## config.mk

```make
export PLATFORM = sky130hd
export DESIGN_NAME = pipe_stage_reg
export DESIGN_NICKNAME = d
export VERILOG_FILES = /design/src/rtl/pipe_pkg.sv /design/src/rtl/pipe_stage_cell.sv /design/src/rtl/pipe_stage_reg.sv
export SDC_FILE = /design/constraint.sdc
export NUM_CORES = 1
export LEC_CHECK = 0
export ABC_AREA = 1
export CORE_ASPECT_RATIO = 0.7
export CORE_MARGIN = 2
export CORE_UTILIZATION = 41
export CTS_CLUSTER_DIAMETER = 200
export DETAILED_ROUTE_END_ITERATION = 7
export GPL_ROUTABILITY_DRIVEN = 0
export HOLD_SLACK_MARGIN = 0.15
export PLACE_DENSITY = 0.8
export SYNTH_ARGS = -nofsm -noshare
export SYNTH_HDL_FRONTEND = slang
export SYNTH_SLANG_ARGS = --single-unit
```

## constraint.sdc

```tcl
create_clock -name clk_i -period 1.8 [get_ports clk_i]
set_clock_uncertainty 0.1 [all_clocks]
set_input_delay 0.36 -clock clk_i [delete_from_list [all_inputs] [get_ports clk_i]]
set_output_delay 0.36 -clock clk_i [all_outputs]
set_load 0.005 [all_outputs]
```

## src/rtl/pipe_pkg.sv

```systemverilog
// Shared types and constants for pipeline-boundary registers (MEM/WB instance).
// Latency: n/a (package only).
// Backpressure: n/a (package only).
package pipe_pkg;

  // MEM/WB control field: which writeback source, and whether to write at all.
  typedef struct packed {
    logic mem_to_reg;
    logic reg_write;
  } memwb_ctrl_t;

  // Payload layout, LSB first: wbAddr[4:0], aluResult[36:5], memData[68:37].
  localparam int WB_ADDR_W     = 5;
  localparam int ALU_RES_W     = 32;
  localparam int MEM_DATA_W    = 32;
  localparam int WB_ADDR_LSB   = 0;
  localparam int ALU_RES_LSB   = WB_ADDR_LSB + WB_ADDR_W;
  localparam int MEM_DATA_LSB  = ALU_RES_LSB + ALU_RES_W;

  localparam int MEMWB_CTRL_W  = $bits(memwb_ctrl_t);
  localparam int MEMWB_DATA_W  = MEM_DATA_LSB + MEM_DATA_W;

  // Assemble a MEM/WB payload from its three fields.
  function automatic logic [MEMWB_DATA_W-1:0] pack_memwb(
    input logic [MEM_DATA_W-1:0] mem_data,
    input logic [ALU_RES_W-1:0]  alu_result,
    input logic [WB_ADDR_W-1:0]  wb_addr
  );
    return {mem_data, alu_result, wb_addr};
  endfunction

  // Field extractors for the consumer side.
  function automatic logic [WB_ADDR_W-1:0] memwb_wb_addr(input logic [MEMWB_DATA_W-1:0] p);
    return p[WB_ADDR_LSB +: WB_ADDR_W];
  endfunction

  function automatic logic [ALU_RES_W-1:0] memwb_alu_result(input logic [MEMWB_DATA_W-1:0] p);
    return p[ALU_RES_LSB +: ALU_RES_W];
  endfunction

  function automatic logic [MEM_DATA_W-1:0] memwb_mem_data(input logic [MEMWB_DATA_W-1:0] p);
    return p[MEM_DATA_LSB +: MEM_DATA_W];
  endfunction

endpackage

```

## src/rtl/pipe_stage_cell.sv

```systemverilog
// One pipeline stage: valid bit, control field (zeroed when invalid), payload.
// Latency: 1 cycle from load to output.
// Backpressure: holds everything while load=0; flush clears valid/ctrl but keeps data.
module pipe_stage_cell
  import pipe_pkg::*;
#(
  parameter int CTRL_W = MEMWB_CTRL_W,
  parameter int DATA_W = MEMWB_DATA_W
) (
  input  logic              clk,
  input  logic              rst,
  input  logic              flush,
  input  logic              load,
  input  logic              data_en,
  input  logic              valid_d,
  input  logic [CTRL_W-1:0] ctrl_d,
  input  logic [DATA_W-1:0] data_d,
  output logic              valid_q,
  output logic [CTRL_W-1:0] ctrl_q,
  output logic [DATA_W-1:0] data_q
);

  // Priority rst > flush > load; ctrl is forced to zero whenever the entry is a bubble,
  // while data only moves when data_en allows it (stage 0 keeps old data on a bubble).
  always_ff @(posedge clk) begin
    if (rst) begin
      valid_q <= 1'b0;
      ctrl_q  <= '0;
      data_q  <= '0;
    end else if (flush) begin
      valid_q <= 1'b0;
      ctrl_q  <= '0;
    end else if (load) begin
      valid_q <= valid_d;
      ctrl_q  <= valid_d ? ctrl_d : '0;
      if (data_en) begin
        data_q <= data_d;
      end
    end
  end

endmodule

```

## src/rtl/pipe_stage_reg.sv

```systemverilog
// Multi-stage pipeline-boundary register with flush, bubbles, occupancy and stall counting.
// Latency: exactly DEPTH clock edges from input to valid_o/ctrl_o/data_o.
// Backpressure: stall_i freezes every stage and ignores the input; flush_i overrides stall.
module pipe_stage_reg
  import pipe_pkg::*;
#(
  parameter int CTRL_W = MEMWB_CTRL_W,
  parameter int DATA_W = MEMWB_DATA_W,
  parameter int DEPTH  = 1,   // must be at least 1
  parameter int CNT_W  = 16
) (
  input  logic                       clk_i,
  input  logic                       rst_i,
  input  logic                       stall_i,
  input  logic                       flush_i,
  input  logic                       valid_i,
  input  logic [CTRL_W-1:0]          ctrl_i,
  input  logic [DATA_W-1:0]          data_i,
  output logic                       valid_o,
  output logic [CTRL_W-1:0]          ctrl_o,
  output logic [DATA_W-1:0]          data_o,
  output logic [$clog2(DEPTH+1)-1:0] occ_o,
  output logic [CNT_W-1:0]           stall_cnt_o
);

  localparam int OCC_W = $clog2(DEPTH + 1);

  // Stages advance together only when neither flush nor stall is active.
  logic advance;
  assign advance = !stall_i && !flush_i;

  logic [DEPTH-1:0] stg_valid;
  logic [CTRL_W-1:0] stg_ctrl [DEPTH];
  logic [DATA_W-1:0] stg_data [DEPTH];

  logic [DEPTH-1:0] in_valid;
  logic [DEPTH-1:0] in_data_en;
  logic [CTRL_W-1:0] in_ctrl [DEPTH];
  logic [DATA_W-1:0] in_data [DEPTH];

  for (genvar g = 0; g < DEPTH; g++) begin : g_stage
    if (g == 0) begin : g_head
      // Head stage: payload is captured only for real entries, so a bubble leaves it intact.
      assign in_valid[g]   = valid_i;
      assign in_ctrl[g]    = ctrl_i;
      assign in_data[g]    = data_i;
      assign in_data_en[g] = valid_i;
    end else begin : g_body
      // Later stages shift their neighbour unconditionally, bubbles included.
      assign in_valid[g]   = stg_valid[g-1];
      assign in_ctrl[g]    = stg_ctrl[g-1];
      assign in_data[g]    = stg_data[g-1];
      assign in_data_en[g] = 1'b1;
    end

    pipe_stage_cell #(
      .CTRL_W (CTRL_W),
      .DATA_W (DATA_W)
    ) u_cell (
      .clk     (clk_i),
      .rst     (rst_i),
      .flush   (flush_i),
      .load    (advance),
      .data_en (in_data_en[g]),
      .valid_d (in_valid[g]),
      .ctrl_d  (in_ctrl[g]),
      .data_d  (in_data[g]),
      .valid_q (stg_valid[g]),
      .ctrl_q  (stg_ctrl[g]),
      .data_q  (stg_data[g])
    );
  end

  assign valid_o = stg_valid[DEPTH-1];
  assign ctrl_o  = stg_ctrl[DEPTH-1];
  assign data_o  = stg_data[DEPTH-1];

  // Occupancy tracked incrementally alongside the valids so the output is a plain flop;
  // modular arithmetic keeps the transient occ+1 harmless when the pipe is full.
  logic [OCC_W-1:0] occ_q;
  always_ff @(posedge clk_i) begin
    if (rst_i || flush_i) begin
      occ_q <= '0;
    end else if (!stall_i) begin
      occ_q <= occ_q + OCC_W'(valid_i) - OCC_W'(stg_valid[DEPTH-1]);
    end
  end
  assign occ_o = occ_q;

  // Saturating stall-cycle counter; a stall is counted even when flush wins that cycle.
  logic [CNT_W-1:0] stall_cnt_q;
  always_ff @(posedge clk_i) begin
    if (rst_i) begin
      stall_cnt_q <= '0;
    end else if (stall_i && (stall_cnt_q != {CNT_W{1'b1}})) begin
      stall_cnt_q <= stall_cnt_q + CNT_W'(1);
    end
  end
  assign stall_cnt_o = stall_cnt_q;

endmodule

```

After elaboration in Yosys (flattened, before gate mapping)
Cells that the tools add are included.
{ "op_classes": {"addsub": 3, "mul": 0, "div": 0, "order_cmp": 0, "n_eq_ne": 1, "shifts": 0, "muxes": 1, "bitwise_logic": 1, "reduce_logical": 7} }
{ "ops": {"columns": ["op", "n"], "rows": [
  ["16-bit by 1-bit adder with 16-bit output (second input constant)", 1],
  ["16-bit != test (second input constant)", 1],
  ["3-bit AND reduction", 1],
  ["1-bit logical AND", 2],
  ["1-bit zero test", 2],
  ["2-bit 2-to-1 mux", 1],
  ["2-bit OR reduction", 1],
  ["1-bit adder", 1],
  ["1-bit logical OR", 1],
  ["1-bit NOT", 1],
  ["1-bit subtractor", 1]
]} }
{ "word_totals": {"reg_bits": 89, "latch_bits": 0, "ramBits": 0, "rom_bits": 0, "memories": 0} }

Longest topological paths before layout
Gate-level depths: netlist of the first run.
{ "logic_depth": {"word_depth": 3, "ltp_mapped": 9} }

Cells and area by module
Synthesis of the first run repeated with hierarchy kept, for this count alone.
{ "unflattened": {"cells_unflattened": 616, "hier_area_um2": 3956.3} }
{ "modules_own_cells": {"columns": ["mod", "n_inst", "cells_per_inst", "area_per_inst_um2", "seq_area_each_um2"], "rows": [
  ["pipe_stage_cell", 1, 453, 2939.1, 1441.4],
  ["pipe_stage_reg", 1, 163, 1017.2, 340.3]
]} }

Worst setup path after synthesis of the first run
OpenSTA, ideal clock, no wires.
{ "synth_timing": {"kind": "reg2reg", "start": "reg stall_cnt_q[0], in the netlist stall_cnt_o[0]", "end": "reg stall_cnt_q[15], in the netlist stall_cnt_o[15]", "arrival_time_ps": 1266, "required_ps": 1585, "path_slack_ps": 319, "path_stages_with_launch": 8, "cell_sequence": "dfxtp_1 > ha_1 > nand2_2 > nor2_8 > nand4_4 > buf_6 > a21oi_1 > nor2_1"} }
{ "synth_between": {"elab_chain_len": 2, "elab_cells_between_ends": 3} }
{ "synth_lines": {"columns": ["element", "line_no", "rtl"], "rows": [
  ["start: declaration", "pipe_stage_reg.sv:91", "logic [CNT_W-1:0] stall_cnt_q;"],
  ["start signal: assignment", "pipe_stage_reg.sv:96", "stall_cnt_q <= stall_cnt_q + CNT_W'(1);"],
  ["branches (longest 2 deep; another with 16-bit by 1-bit adder with 16-bit output)", null, null]
]} }
Several ways; the timed one is not identified.
A chain may end at the register's enable or synchronous reset.

Worst setup path in the final report of the first run
{ "layout_timing": {"start": "reg stall_cnt_q[10], in the netlist stall_cnt_o[10]", "end": "out stall_cnt_o[10]"} }
{ "layout_rtl": {"columns": ["element", "line_no", "rtl"], "rows": [
  ["end: declaration", "pipe_stage_reg.sv:23", "output logic [CNT_W-1:0] stall_cnt_o"]
]} }
No word-level cell between the ends.

==> out/results.md, run 1 <==
## Synth
- 27 — number of library cell types mapped by synthesis
- 50.1% — portion of synthesized cell area occupied by the leading cell type
- 479 — Synth Instances
- 7.42 µm² — mean cell area of the mapped netlist
- 89 — number of register bits inferred by synthesis
- 0.00355 mm² — cell area after synthesis
- 50.1% — fraction of the yosys area taken by sequential cells
- 0 — Yosys Warn Count
- sky130_fd_sc_hd__dfxtp_1 — Synth area leader
- 556 — net count after synthesis
- sky130_fd_sc_hd__dfxtp_1 (50%), sky130_fd_sc_hd__nor2_1 (19%), sky130_fd_sc_hd__o21ai_0 (10%) — largest cells by area after synthesis

## Power
- 2.20 nW — leak pwr
- 4.81 mW — PnR Total Power
- 839 mW/mm² — power density over cell area
- 0.653 mV — worst supply voltage drop on vdd

## Critical path
- 1 — count of buffer and inverter cells on the critical path
- output port — category of the worst setup path capture point
- flip-flop — Setup crit start kind
- flip-flop to output port — crit path kind
- 1.34 ns — Crit path required time
- 0.54 ns — slowest cell delay on critical path
- 5 — critical path peak fanout
- buffers and inverters — dominant delay contributor by cell family on the critical path
- 1.30 ns — Critical Path AT
- clkdlybuf4s50_1 — cells along the critical path
- sky130_fd_sc_hd__clkdlybuf4s50_1 — master of the slowest instance on the critical path

## Clock tree
- done — CTS tree
- sky130_fd_sc_hd__clkbuf_16 — root cell of the clock tree
- 3 — number of H-tree branching levels
- 0.32 ns — clock insertion delay at the later pin of the skew report
- 2 — maximum number of buffers from clock root to sink
- 9 — clock buffers created by TritonCTS
- 0.06 ns — Reg clk slew, reported paths
- 0 — count of hold buffers inserted by post-cts repair
- 89 — clk sink count

## Finish
- 720 — net count reported at finish
- 0 — Antenna Diode Count
- 730 — filler cell count
- 61.4% — layout overhead on the synthesized area
- 768 — final std cells w/o fill
- 9.26% — layout cell share with drive strength beyond 1

## Global routing
- 66 — pin count of the biggest net entering global routing
- 25.6% — routing usage on met1
- met2 — GRT busiest layer
- 0 — residual overflow from global routing
- 15.8 mm — first-pass GRT wire length
- 36.8% — GR met2 Demand/Resource
- 21.1% — Tot GR Track Use
- 0 — initial antenna violation count
- 6.49% — global routing usage on met3
- 3414 — number of global-route vias before repair

## Route
- 231 — initial detailed-routing violation count
- 0 — # DRC
- 13.2 µm — post-DR wirelength/cell
- 4 — number of iterations in the first detailed-routing pass
- 10.2 mm — WL final
- 4.80 — detail-routed via count per cell
- 3686 — via count
- 0 — final antenna-violating net count

## Timing
- 78.7% — worst slew slack as a fraction of its limit
- 1.76 ns — time the worst path needs with I/O delays and setup
- 0.318 ns — worst slew pin tran
- false — unrepaired setup endpoints after global routing
- 0 — final hold viol count
- 0 — Setup violations, final
- 0 ns — TNS Setup
- 568 MHz — Max Freq
- 97.8% — crit share post-route
- 0.346 ns — final hold slack
- 0 — number of slew-limit violations in the final report

## Placement
- 7.74 mm — half-perimeter wire length of the detailed placement result
- 752 — count of placed standard cells including taps
- 164 — quantity of I/O buffers inserted on ports

## Die
- 0.00844 mm² — Core Footprint
- 115 µm — Die X-Extent
- 165 — # IOs
- 0.00944 mm² — full die area
- 42.1% — effective utilization at floorplan
- 28 — Core Rows
- 81.9 µm — vertical extent of the die

## Worst hold path
- flip-flop to flip-flop — classification of the worst-slack hold path

## Run
- 0 — max_cap viols

## Outcome
- finished clean — outcome

==> sequential cells by signal, summed over array words and instances (netlist names) <==
name                    count
g_stage.u_cell.data_q      69
g_stage.u_cell.ctrl_q       2
occ_o                       1
stall_cnt_o                16
g_stage.u_cell.valid_q      1
==> layout by cell type, fill, tap and decap left out, types with 3 or more instances in the layout <==
cell / synthesis / routed
sky130_fd_sc_hd__nand3_1: 10 / 10
sky130_fd_sc_hd__nand3_2: 4 / 4
sky130_fd_sc_hd__dfxtp_2: 0 / 4
sky130_fd_sc_hd__nor2_2: 4 / 4
sky130_fd_sc_hd__inv_2: 2 / 3
sky130_fd_sc_hd__buf_12: 0 / 5
sky130_fd_sc_hd__dfxtp_1: 89 / 85
sky130_fd_sc_hd__nand2_2: 7 / 7
sky130_fd_sc_hd__o21ai_0: 73 / 73
sky130_fd_sc_hd__nand4_1: 3 / 3
sky130_fd_sc_hd__clkdlybuf4s50_1: 0 / 164
sky130_fd_sc_hd__a21oi_1: 11 / 11
sky130_fd_sc_hd__inv_1: 15 / 14
sky130_fd_sc_hd__nand2_1: 44 / 44
sky130_fd_sc_hd__nor2_4: 5 / 5
sky130_fd_sc_hd__nor2_1: 178 / 178
sky130_fd_sc_hd__clkbuf_16: 0 / 9
sky130_fd_sc_hd__clkbuf_8: 1 / 4
sky130_fd_sc_hd__buf_4: 1 / 9
==> power by group <==
group	total [mW]	internal, mW	switching (mW)
Sequential	2.10	2.06	0.0475
Combinational	0.603	0.378	0.225
Clock	2.10	1.37	0.732
==> cell type report <==
| type | instances | area, µm² | share of cell area [%] |
|---|---|---|---|
| inverters | 17 | 63.8 | 1.11 |
| multi-input cells | 348 | 1580 | 27.5 |
| well taps | 120 | 150 | 2.62 |
| repair buffers | 178 | 1810 | 31.5 |
| flip-flops and latches | 89 | 1790 | 31.2 |
| clock buffers | 13 | 280 | 4.89 |
| clock inverters | 3 | 68.8 | 1.20 |
==> per-stage QoR <==
| stage | utilization [%] | instance area, µm² | setup WS, ns |
|---|---|---|---|
| floorplan | - | 3550 | 0.319 |
| global placement | 63.7 | 5380 | 0.0155 |
| detailed placement | 63.7 | 5380 | -0.0682 |
| CTS | 67.9 | 5730 | 0.0232 |
| global route | 67.9 | 5740 | 0.000496 |
| finish | 67.9 | 5740 | 0.0392 |
==> synth_stat cells <==
| library cell | instances |
|---|---|
| sky130_fd_sc_hd__o21ai_1 | 1 |
| sky130_fd_sc_hd__buf_2 | 7 |
| sky130_fd_sc_hd__and2_1 | 1 |
| sky130_fd_sc_hd__nor3_1 | 2 |
| sky130_fd_sc_hd__nand3b_1 | 1 |
| sky130_fd_sc_hd__nand4_4 | 1 |
| sky130_fd_sc_hd__nor2_8 | 1 |
| sky130_fd_sc_hd__inv_1 | 15 |
| sky130_fd_sc_hd__nand2_1 | 44 |
| sky130_fd_sc_hd__nor2_1 | 178 |
| sky130_fd_sc_hd__nor2_2 | 4 |
| sky130_fd_sc_hd__buf_6 | 2 |
| sky130_fd_sc_hd__nand3_1 | 10 |
| sky130_fd_sc_hd__dfxtp_1 | 89 |
| sky130_fd_sc_hd__inv_2 | 2 |
| sky130_fd_sc_hd__nand4_1 | 3 |
| sky130_fd_sc_hd__buf_4 | 1 |
| sky130_fd_sc_hd__o21ai_0 | 73 |
| sky130_fd_sc_hd__nand2_2 | 7 |
| sky130_fd_sc_hd__buf_1 | 1 |
| sky130_fd_sc_hd__a21oi_1 | 11 |
| sky130_fd_sc_hd__nor2_4 | 5 |
| sky130_fd_sc_hd__ha_1 | 1 |
| sky130_fd_sc_hd__nand3_2 | 4 |
| sky130_fd_sc_hd__or2_2 | 1 |
| sky130_fd_sc_hd__clkbuf_1 | 13 |
| sky130_fd_sc_hd__clkbuf_8 | 1 |
==> final timing paths <==
check | start | endpoint | slack [ns] | cells past startpoint
max | stall_cnt_o[10] | stall_cnt_o[10] | 0.04 | 1
min | occ_o | occ_o | 0.35 | 1
max reg2reg | stall_cnt_o[1] | stall_cnt_o[15] | 0.14 | 6
min reg2reg | occ_o | occ_o | 0.35 | 1
==> cells by family (layout without fill, tap and decap cells) <==
logic type | Yosys count | after routing | share of synthesized area [%]
flops | 89 | 89 | 50.1
compound gates | 85 | 85 | 12.0
fa+ha+maj | 1 | 1 | 0.352
simple gates | 262 | 262 | 32.0
buf+inv | 42 | 211 | 5.49
==> metal layers <==
metal	up-vias	share of wire, %
met2	144	48
met3	8	7.9
met4	0	0.81
met5	-	0
li1	1849	-
met1	1685	43
==> timing repair <==
| item | in CTS | in global routing |
|---|---|---|
| setup buffers | 0 | 0 |
| gates resized for setup | 1 | 3 |
| pin swaps | 0 | 1 |
| hold endpoints to repair | 0 | 0 |
| endpoints found under the setup margin | 1 | 4 |
Note: power is estimated with default switching activity, not from simulation.
==> inputs of run 2 (changes only) <==
--- a/config.mk
+++ b/config.mk
@@ -5,15 +5,15 @@
 export SDC_FILE = /design/constraint.sdc
 export NUM_CORES = 1
 export LEC_CHECK = 0
-export ABC_AREA = 1
+export CAP_MARGIN = 20
 export CORE_ASPECT_RATIO = 0.7
 export CORE_MARGIN = 2
-export CORE_UTILIZATION = 41
+export CORE_UTILIZATION = 32
 export CTS_CLUSTER_DIAMETER = 200
 export DETAILED_ROUTE_END_ITERATION = 7
 export GPL_ROUTABILITY_DRIVEN = 0
 export HOLD_SLACK_MARGIN = 0.15
-export PLACE_DENSITY = 0.8
+export PLACE_DENSITY = 0.66
 export SYNTH_ARGS = -nofsm -noshare
 export SYNTH_HDL_FRONTEND = slang
 export SYNTH_SLANG_ARGS = --single-unit
==> run 2 against run 1 <==
Net effect: cell area down 1.5%; critical path depth stayed put; flip-flop and latch count did not move; maximum frequency fell by 0.25%; die area increased by 20%; routed wire length increased by 0.13%; setup slack worse by 0.0044 ns; area after synthesis down 5.7%; first-iteration DRC count shrank 53%; critical endpoint is now stall_cnt_o[15]; largest cell class unchanged; largest power group unchanged.
==> out/results.md, run 2 <==
## Critical path
- 5 — worst reg2reg path depth, -1
- 4 — critical path peak fanout, -1
- flip-flop to output port — crit path kind
- 1.31 ns — Critical Path AT, about the same
- clkdlybuf4s50_1 — cells along the critical path
- 1 — count of buffer and inverter cells on the critical path, unchanged
- buffers and inverters — dominant delay contributor by cell family on the critical path
- output port — category of the worst setup path capture point
- 1.34 ns — Crit path required time, about the same
- 0.12 ns — Worst R2R Setup Slack, -0.02 ns
- 0.55 ns — slowest cell delay on critical path, about the same
- sky130_fd_sc_hd__clkdlybuf4s50_1 — master of the slowest instance on the critical path
- stall_cnt_o[13] — reg-to-reg endpoint
- flip-flop — Setup crit start kind
- stall_cnt_o[0] — Crit Reg-Reg Startpoint

## Die
- 32.6% — effective utilization at floorplan, -9.5 points
- 126 µm — Die X-Extent, +9.6%
- 165 — # IOs, unchanged
- 89.6 µm — vertical extent of the die, +9.4%
- 31 — Core Rows, +11%
- 0.0113 mm² — full die area, +20%
- 0.0103 mm² — Core Footprint, +22%

## Power
- 787 mW/mm² — power density over cell area, -6.2%
- 0.989 mW — net switching power of the design, -1.5%
- 0.528 mV — worst supply voltage drop on vdd, -19%
- 46.3% — Flop pwr share, +2.6 points
- 3.46 mW — Internal Power, -9.2%
- 42.6% — share of power burned in the clock network, -1.1 points
- 11.2% — fraction of power consumed by combinational cells, -1.3 points
- 22.2% — switching part of the total, +1.4 points
- 2.05 nW — leak pwr, -6.9%

## Worst hold path
- primary input to flip-flop — classification of the worst-slack hold path
- g_stage[0].u_cell.data_q[47] — worst min-delay path endpoint
- 2 — cell count of the worst hold path, +1
- rst_i — origin of the worst min-delay path

## Finish
- 69 — Largest register FFs, unchanged
- 11.2% — layout cell share with drive strength beyond 1, +2.0 points
- 0.00565 mm² — final instance area, -1.5%
- 728 — final std cells w/o fill, -5.2%
- 68.6% — layout overhead on the synthesized area
- 668 — net count reported at finish, -7.2%
- sky130_fd_sc_hd__clkdlybuf4s50_1 (159), sky130_fd_sc_hd__nand2_1 (146), sky130_fd_sc_hd__a21oi_1 (77), sky130_fd_sc_hd__dfxtp_1 (76), sky130_fd_sc_hd__buf_4 (23) — commonest cells after routing, fill and taps aside
- g_stage.u_cell.data_q — largest register by flop count
- sky130_fd_sc_hd__clkdlybuf4s50_1 — most common library cell in the layout ignoring fill and taps
- 0 — Antenna Diode Count, unchanged

## Placement
- 7.49 mm — half-perimeter wire length of the detailed placement result, -3.1%
- 712 — count of placed standard cells including taps, -5.3%
- 0.00532 mm² — placement-stage cell area, -1.1%
- 164 — quantity of I/O buffers inserted on ports, unchanged

## Clock tree
- 3 — number of H-tree branching levels, unchanged
- 9 — clock buffers created by TritonCTS, unchanged
- 89 — clk sink count, unchanged
- 0.33 ns — clock insertion delay at the later pin of the skew report, about the same
- 2 — maximum number of buffers from clock root to sink, unchanged
- 9 — cts repair resizes, +8
- sky130_fd_sc_hd__clkbuf_16 — root cell of the clock tree
- 0 — count of hold buffers inserted by post-cts repair, unchanged
- 0.06 ns — Reg clk slew, reported paths, about the same
- 0 — # Post-CTS Setup Buffers, unchanged
- done — CTS tree

## Synth
- 0% — ys async rst share, unchanged
- 8.09 µm² — mean cell area of the mapped netlist, +9.1%
- 53.2% — fraction of the yosys area taken by sequential cells, +3.0 points
- 53.2% — portion of synthesized cell area occupied by the leading cell type, +3.0 points
- 89 — number of register bits inferred by synthesis, unchanged
- sky130_fd_sc_hd__nand2_1 (146), sky130_fd_sc_hd__dfxtp_1 (89), sky130_fd_sc_hd__a21oi_1 (77), sky130_fd_sc_hd__clkbuf_1 (21), sky130_fd_sc_hd__nor3_1 (9) — most numerous cell types in the synthesized netlist
- sky130_fd_sc_hd__dfxtp_1 — flip-flop cell with the highest count after synthesis
- 0.00335 mm² — cell area after synthesis, -5.7%
- 39 — number of library cell types mapped by synthesis, +44%
- 0 — Yosys Warn Count, unchanged
- sky130_fd_sc_hd__dfxtp_1 (53%), sky130_fd_sc_hd__nand2_1 (16%), sky130_fd_sc_hd__a21oi_1 (12%) — largest cells by area after synthesis
- sky130_fd_sc_hd__nand2_1 — most numerous cell in the Yosys netlist
- 0 — number of flops mapped to enable cells by yosys, unchanged
- 414 — Synth Instances, -14%
- 491 — net count after synthesis, -12%
- sky130_fd_sc_hd__dfxtp_1 — Synth area leader

## Route
- 0 — final antenna-violating net count, unchanged
- 108 — initial detailed-routing violation count, -53%
- 0 — # DRC, unchanged
- 4.76 — detail-routed via count per cell, -0.92%
- 4 — number of iterations in the first detailed-routing pass, unchanged
- 14.0 µm — post-DR wirelength/cell, +5.6%
- 10.2 mm — WL final, +0.13%
- 3462 — via count, -6.1%

## Timing
- 567 MHz — Max Freq, -0.25%
- 0.338 ns — final hold slack, -0.00765 ns
- 1.77 ns — time the worst path needs with I/O delays and setup, +0.00438 ns
- 74.5% — worst slew slack as a fraction of its limit, -4.1 points
- 0 — Setup violations, final, unchanged
- 0 — number of slew-limit violations in the final report, unchanged
- 0 — final hold viol count, unchanged
- 98.1% — crit share post-route, +0.24 points
- false — unrepaired setup endpoints after global routing
- 0.377 ns — worst slew pin tran, +0.0594 ns

## Global routing
- 47 — pin count of the biggest net entering global routing, -29%
- 3356 — number of global-route vias before repair, -1.7%
- 0 — initial antenna violation count, unchanged
- 9.89% — global routing usage on met3, +3.4 points
- met2 — GRT busiest layer
- 16.2 mm — first-pass GRT wire length, +2.3%
- 0 — residual overflow from global routing, unchanged
- 28.9% — GR met2 Demand/Resource, -7.9 points
- 18.1% — Tot GR Track Use, -3.1 points
- 21.7% — routing usage on met1, -4.0 points

## Run
- 0 — max_cap viols, unchanged

## Outcome
- finished clean — outcome

==> run 2: logic make-up after synthesis <==
group / count (synthesis) / share of synthesized area [%]
AOI/OAI and AO/OA: 99 / 16.1
xor gates and xnor gates: 2 / 0.523
adders and majority gates: 1 / 0.373
buffers and inverters: 29 / 3.36
DFF: 89 / 53.2
muxes: 2 / 0.747
and+or+nand+nor: 192 / 25.7
==> run 2: power groups by stage <==
stage	sequential, mW	clock, mW	combinational (mW)
2_1_floorplan	2.11	0	0.140
3_3_place_gp	2.10	0	0.496
3_5_place_dp	2.10	0	0.500
4_1_cts	2.06	1.96	0.503
5_1_grt	2.06	2.04	0.541
6_report	2.06	1.89	0.496
==> run 2: worst max-delay path by stage <==
stage                          from         endpoint  cells past startpoint  slack, ns
global route        stall_cnt_o[15]  stall_cnt_o[15]                      1      0.002
global placement            stall_i  stall_cnt_o[15]                      5      -0.15
floorplan            stall_cnt_o[0]  stall_cnt_o[10]                      5       0.11
finish              stall_cnt_o[15]  stall_cnt_o[15]                      1       0.03
CTS                  stall_cnt_o[3]   stall_cnt_o[3]                      1      0.004
detailed placement          stall_i  stall_cnt_o[15]                      5      -0.22
==> run 2: final cells by class <==
class	instances	area [µm²]
fill	905	4630
timing repair buffer	192	1900
clock inverter	6	66.3
tap	132	165
multi-input combinational	296	1470
inverter	3	11.3
clock buffer	10	239
sequential	89	1800
==> run 2: through the flow <==
step           total power, mW  setup slack, ns  utilization [%]  setup TNS [ns]
6_report                  4.45           0.0348             55.0               0
5_1_grt                   4.64          0.00244             55.0               0
4_1_cts                   4.52          0.00391             54.8               0
3_5_place_dp              2.60           -0.217             51.8          -10.32
3_3_place_gp              2.59           -0.154             51.8           -6.83
2_1_floorplan             2.25            0.107                -               0
==> run 2: metal layers <==
metal	up-vias	wire [µm]
met2	131	4450
met3	8	1170
met4	0	78
met1	1572	4470
li1	1751	-
met5	-	0
==> inputs of run 3 (changes only) <==
--- a/config.mk
+++ b/config.mk
@@ -13,7 +13,8 @@
 export DETAILED_ROUTE_END_ITERATION = 7
 export GPL_ROUTABILITY_DRIVEN = 0
 export HOLD_SLACK_MARGIN = 0.15
-export PLACE_DENSITY = 0.66
+export SLEW_MARGIN = 20
 export SYNTH_ARGS = -nofsm -noshare
 export SYNTH_HDL_FRONTEND = slang
+export SYNTH_HIERARCHICAL = 1
 export SYNTH_SLANG_ARGS = --single-unit
==> run 3 against run 2 <==
Net effect: routed wire length is 4.3% higher; area after synthesis is 22% higher; clock power is 8% higher; die area is 21% higher; sequential share of layout area is 3.9 points lower; first-iteration DRC count is 51% higher; critical path type is now primary input to flip-flop; critical endpoint is now stall_cnt_o[11]; largest power group is now the clock network; highest routed layer unchanged.
==> out/results.md, run 3 <==
## Timing
- 98.8% — crit share post-route, +0.77 points
- 0 — Setup violations, final, unchanged
- 0.265 ns — final hold slack, -0.0733 ns
- 0 — number of slew-limit violations in the final report, unchanged
- 562 MHz — Max Freq, -0.78%
- 0.367 ns — worst slew pin tran, -0.0102 ns
- 0 — final hold viol count, unchanged
- true — unrepaired setup endpoints after global routing
- 1.78 ns — time the worst path needs with I/O delays and setup, +0.0139 ns
- 75.4% — worst slew slack as a fraction of its limit, +0.85 points

## Route
- 14.0 µm — post-DR wirelength/cell, about the same
- 0 — # DRC, unchanged
- 10.6 mm — WL final, +4.3%
- 0 — final antenna-violating net count, unchanged
- 4.55 — detail-routed via count per cell, -4.2%
- 3461 — via count, -0.029%
- 163 — initial detailed-routing violation count, +51%
- 4 — number of iterations in the first detailed-routing pass, unchanged

## Synth
- sky130_fd_sc_hd__dfxtp_1 — flip-flop cell with the highest count after synthesis
- 415 — Synth Instances, +0.24%
- 0% — ys async rst share, unchanged
- sky130_fd_sc_hd__dfxtp_1 (44%), sky130_fd_sc_hd__nand2b_1 (21%), sky130_fd_sc_hd__mux2i_1 (17%) — largest cells by area after synthesis
- 43.7% — portion of synthesized cell area occupied by the leading cell type, -9.4 points
- 0 — number of flops mapped to enable cells by yosys, unchanged
- sky130_fd_sc_hd__nand2b_1 (140), sky130_fd_sc_hd__dfxtp_1 (89), sky130_fd_sc_hd__mux2i_1 (71), sky130_fd_sc_hd__clkbuf_1 (16), sky130_fd_sc_hd__nand2_1 (11) — most numerous cell types in the synthesized netlist
- 6 — Yosys Warn Count, +6
- 9.82 µm² — mean cell area of the mapped netlist, +21%
- 39 — number of library cell types mapped by synthesis, unchanged
- sky130_fd_sc_hd__dfxtp_1 — Synth area leader
- 43.7% — fraction of the yosys area taken by sequential cells, -9.4 points
- 492 — net count after synthesis, +0.20%
- 89 — number of register bits inferred by synthesis, unchanged
- sky130_fd_sc_hd__nand2b_1 — most numerous cell in the Yosys netlist
- 0.00407 mm² — cell area after synthesis, +22%

## Critical path
- clkdlybuf4s50_1, nand4_1, or2_4, or4_1, a21oi_1 — cells along the critical path
- 1.96 ns — Crit path required time, +0.62 ns
- 0.50 ns — slowest cell delay on critical path, -0.05 ns
- primary input — Setup crit start kind
- flip-flop — category of the worst setup path capture point
- 1 — count of buffer and inverter cells on the critical path, unchanged
- sky130_fd_sc_hd__clkdlybuf4s50_1 — master of the slowest instance on the critical path
- simple AND/OR/NAND/NOR gates — dominant delay contributor by cell family on the critical path
- 1.93 ns — Critical Path AT, +0.62 ns
- primary input to flip-flop — crit path kind
- 7 — critical path peak fanout, +3

## Clock tree
- 3 — number of H-tree branching levels, unchanged
- 0.33 ns — clock insertion delay at the later pin of the skew report, about the same
- 9 — clock buffers created by TritonCTS, unchanged
- done — CTS tree
- 89 — clk sink count, unchanged
- 2 — maximum number of buffers from clock root to sink, unchanged
- sky130_fd_sc_hd__clkbuf_16 — root cell of the clock tree
- 0 — count of hold buffers inserted by post-cts repair, unchanged
- 0.06 ns — Reg clk slew, reported paths, about the same

## Die
- 139 µm — Die X-Extent, +9.9%
- 0.0137 mm² — full die area, +21%
- 165 — # IOs, unchanged
- 0.0124 mm² — Core Footprint, +21%
- 98.4 µm — vertical extent of the die, +9.8%
- 32.8% — effective utilization at floorplan, +0.20 points
- 34 — Core Rows, +9.7%

## Power
- 715 mW/mm² — power density over cell area, -9.2%
- 44.4% — Flop pwr share, -1.9 points
- 0.977 mW — net switching power of the design, -1.2%
- 44.7% — share of power burned in the clock network, +2.1 points
- 10.9% — fraction of power consumed by combinational cells, -0.3 points
- 0.456 mV — worst supply voltage drop on vdd, -14%
- 3.61 mW — Internal Power, +4.3%
- 21.3% — switching part of the total, -0.92 points
- 2.25 nW — leak pwr, +9.9%

## Global routing
- 17.1 mm — first-pass GRT wire length, +5.7%
- 101 — pin count of the biggest net entering global routing, +110%
- 15.3% — Tot GR Track Use, -2.7 points
- 3389 — number of global-route vias before repair, +0.98%
- 0 — residual overflow from global routing, unchanged
- 0 — initial antenna violation count, unchanged

## Finish
- 57.4% — layout overhead on the synthesized area
- sky130_fd_sc_hd__clkdlybuf4s50_1 — most common library cell in the layout ignoring fill and taps
- 0.00641 mm² — final instance area, +14%
- 0 — Antenna Diode Count, unchanged
- 11.4% — layout cell share with drive strength beyond 1, +0.13 points
- 670 — net count reported at finish, +0.30%
- g_stage.u_cell/data_q — largest register by flop count
- 69 — Largest register FFs, unchanged
- sky130_fd_sc_hd__clkdlybuf4s50_1 (163), sky130_fd_sc_hd__nand2b_1 (140), sky130_fd_sc_hd__dfxtp_1 (80), sky130_fd_sc_hd__mux2i_1 (70), sky130_fd_sc_hd__buf_4 (26) — commonest cells after routing, fill and taps aside
- 760 — final std cells w/o fill, +4.4%

## Placement
- 164 — quantity of I/O buffers inserted on ports, unchanged
- 0.00602 mm² — placement-stage cell area, +13%
- 7.62 mm — half-perimeter wire length of the detailed placement result, +1.8%
- 742 — count of placed standard cells including taps, +4.2%

## Outcome
- finished clean — outcome

## Worst hold path
- primary input to flip-flop — classification of the worst-slack hold path

## Run
- 0 — max_cap viols, unchanged

[run 3: cell types whose count changed after synthesis, moves of 70 or more]
cell and delta:
sky130_fd_sc_hd__a21oi_1 -71, sky130_fd_sc_hd__mux2i_1 +70, sky130_fd_sc_hd__nand2_1 -135, sky130_fd_sc_hd__nand2b_1 +138
[run 3: stage by stage]
| step | setup WS, ns | TNS [ns] | util, % | power (mW) |
|---|---|---|---|---|
| after floorplan | 0.0294 | 0 | - | 2.27 |
| after global placement | -0.238 | -13.89 | 48.5 | 2.57 |
| after detailed placement | -0.313 | -17.95 | 48.5 | 2.58 |
| after CTS | 0.00764 | 0 | 51.2 | 4.66 |
| after global routing | -0.0154 | -0.0284 | 51.6 | 4.79 |
| final | 0.0210 | 0 | 51.6 | 4.58 |
[run 3: kinds of logic after synthesis]
| kind of cell | after synthesis | synth area share [%] |
|---|---|---|
| and+or+nand+nor | 194 | 28.7 |
| DFF | 89 | 43.7 |
| muxes | 75 | 18.6 |
| buffers and inverters | 30 | 4.08 |
| AOI/OAI and AO/OA | 24 | 4.21 |
| xor gates and xnor gates | 2 | 0.430 |
| adders and majority gates | 1 | 0.307 |
[run 3: cell type report]
cell class,instances,area [µm²]
inverters,3,11.3
clock buffers,10,239
multi-input cells,296,2160
flip-flops and latches,89,1790
clock inverters,6,90.1
well taps,162,203
repair buffers,194,1920
fillers,1126,6010
[run 3: metal layers]
layer  vias up  share of wire [%]  global-route usage [%]
met5         -                  0                       0
met4         0                1.1                    4.43
met3        10                7.4                    5.35
met2       114                 42                    22.9
met1      1588                 49                    21.1
li1       1749                  -                       -
[run 3: path summary, 6_finish.rpt]
check                                   start                     endpoint  slack [ns]  cells after the start
hold / removal                          rst_i               stall_cnt_o[4]        0.26                      2
setup / recovery                      stall_i              stall_cnt_o[11]        0.02                      5
setup reg to reg               stall_cnt_o[6]              stall_cnt_o[11]        0.07                      4
hold reg to reg   g_stage[0].u_cell/data_q[1]  g_stage[0].u_cell/data_q[1]        0.37                      2
[run 3: power by group through the flow]
stage | registers (mW) | clock network (mW) | logic [mW]
6_report | 2.03 | 2.05 | 0.501
5_1_grt | 2.04 | 2.21 | 0.541
4_1_cts | 2.03 | 2.12 | 0.505
3_5_place_dp | 2.08 | 0 | 0.503
3_3_place_gp | 2.08 | 0 | 0.498
2_1_floorplan | 2.08 | 0 | 0.195
[run 3: worst register-to-register path: stages, from the launching register on]
cell	delay (ns)
sky130_fd_sc_hd__dfxtp_1	0.41
sky130_fd_sc_hd__nand4_2	0.19
sky130_fd_sc_hd__or2_4	0.33
sky130_fd_sc_hd__or4_1	0.47
sky130_fd_sc_hd__a21oi_1	0.16
[run 3: timing repair]
item	4_1_cts	5_1_grt
pin swaps	0	2
setup buffers	0	2
gates resized for setup	7	10
setup endpoints to repair	7	14
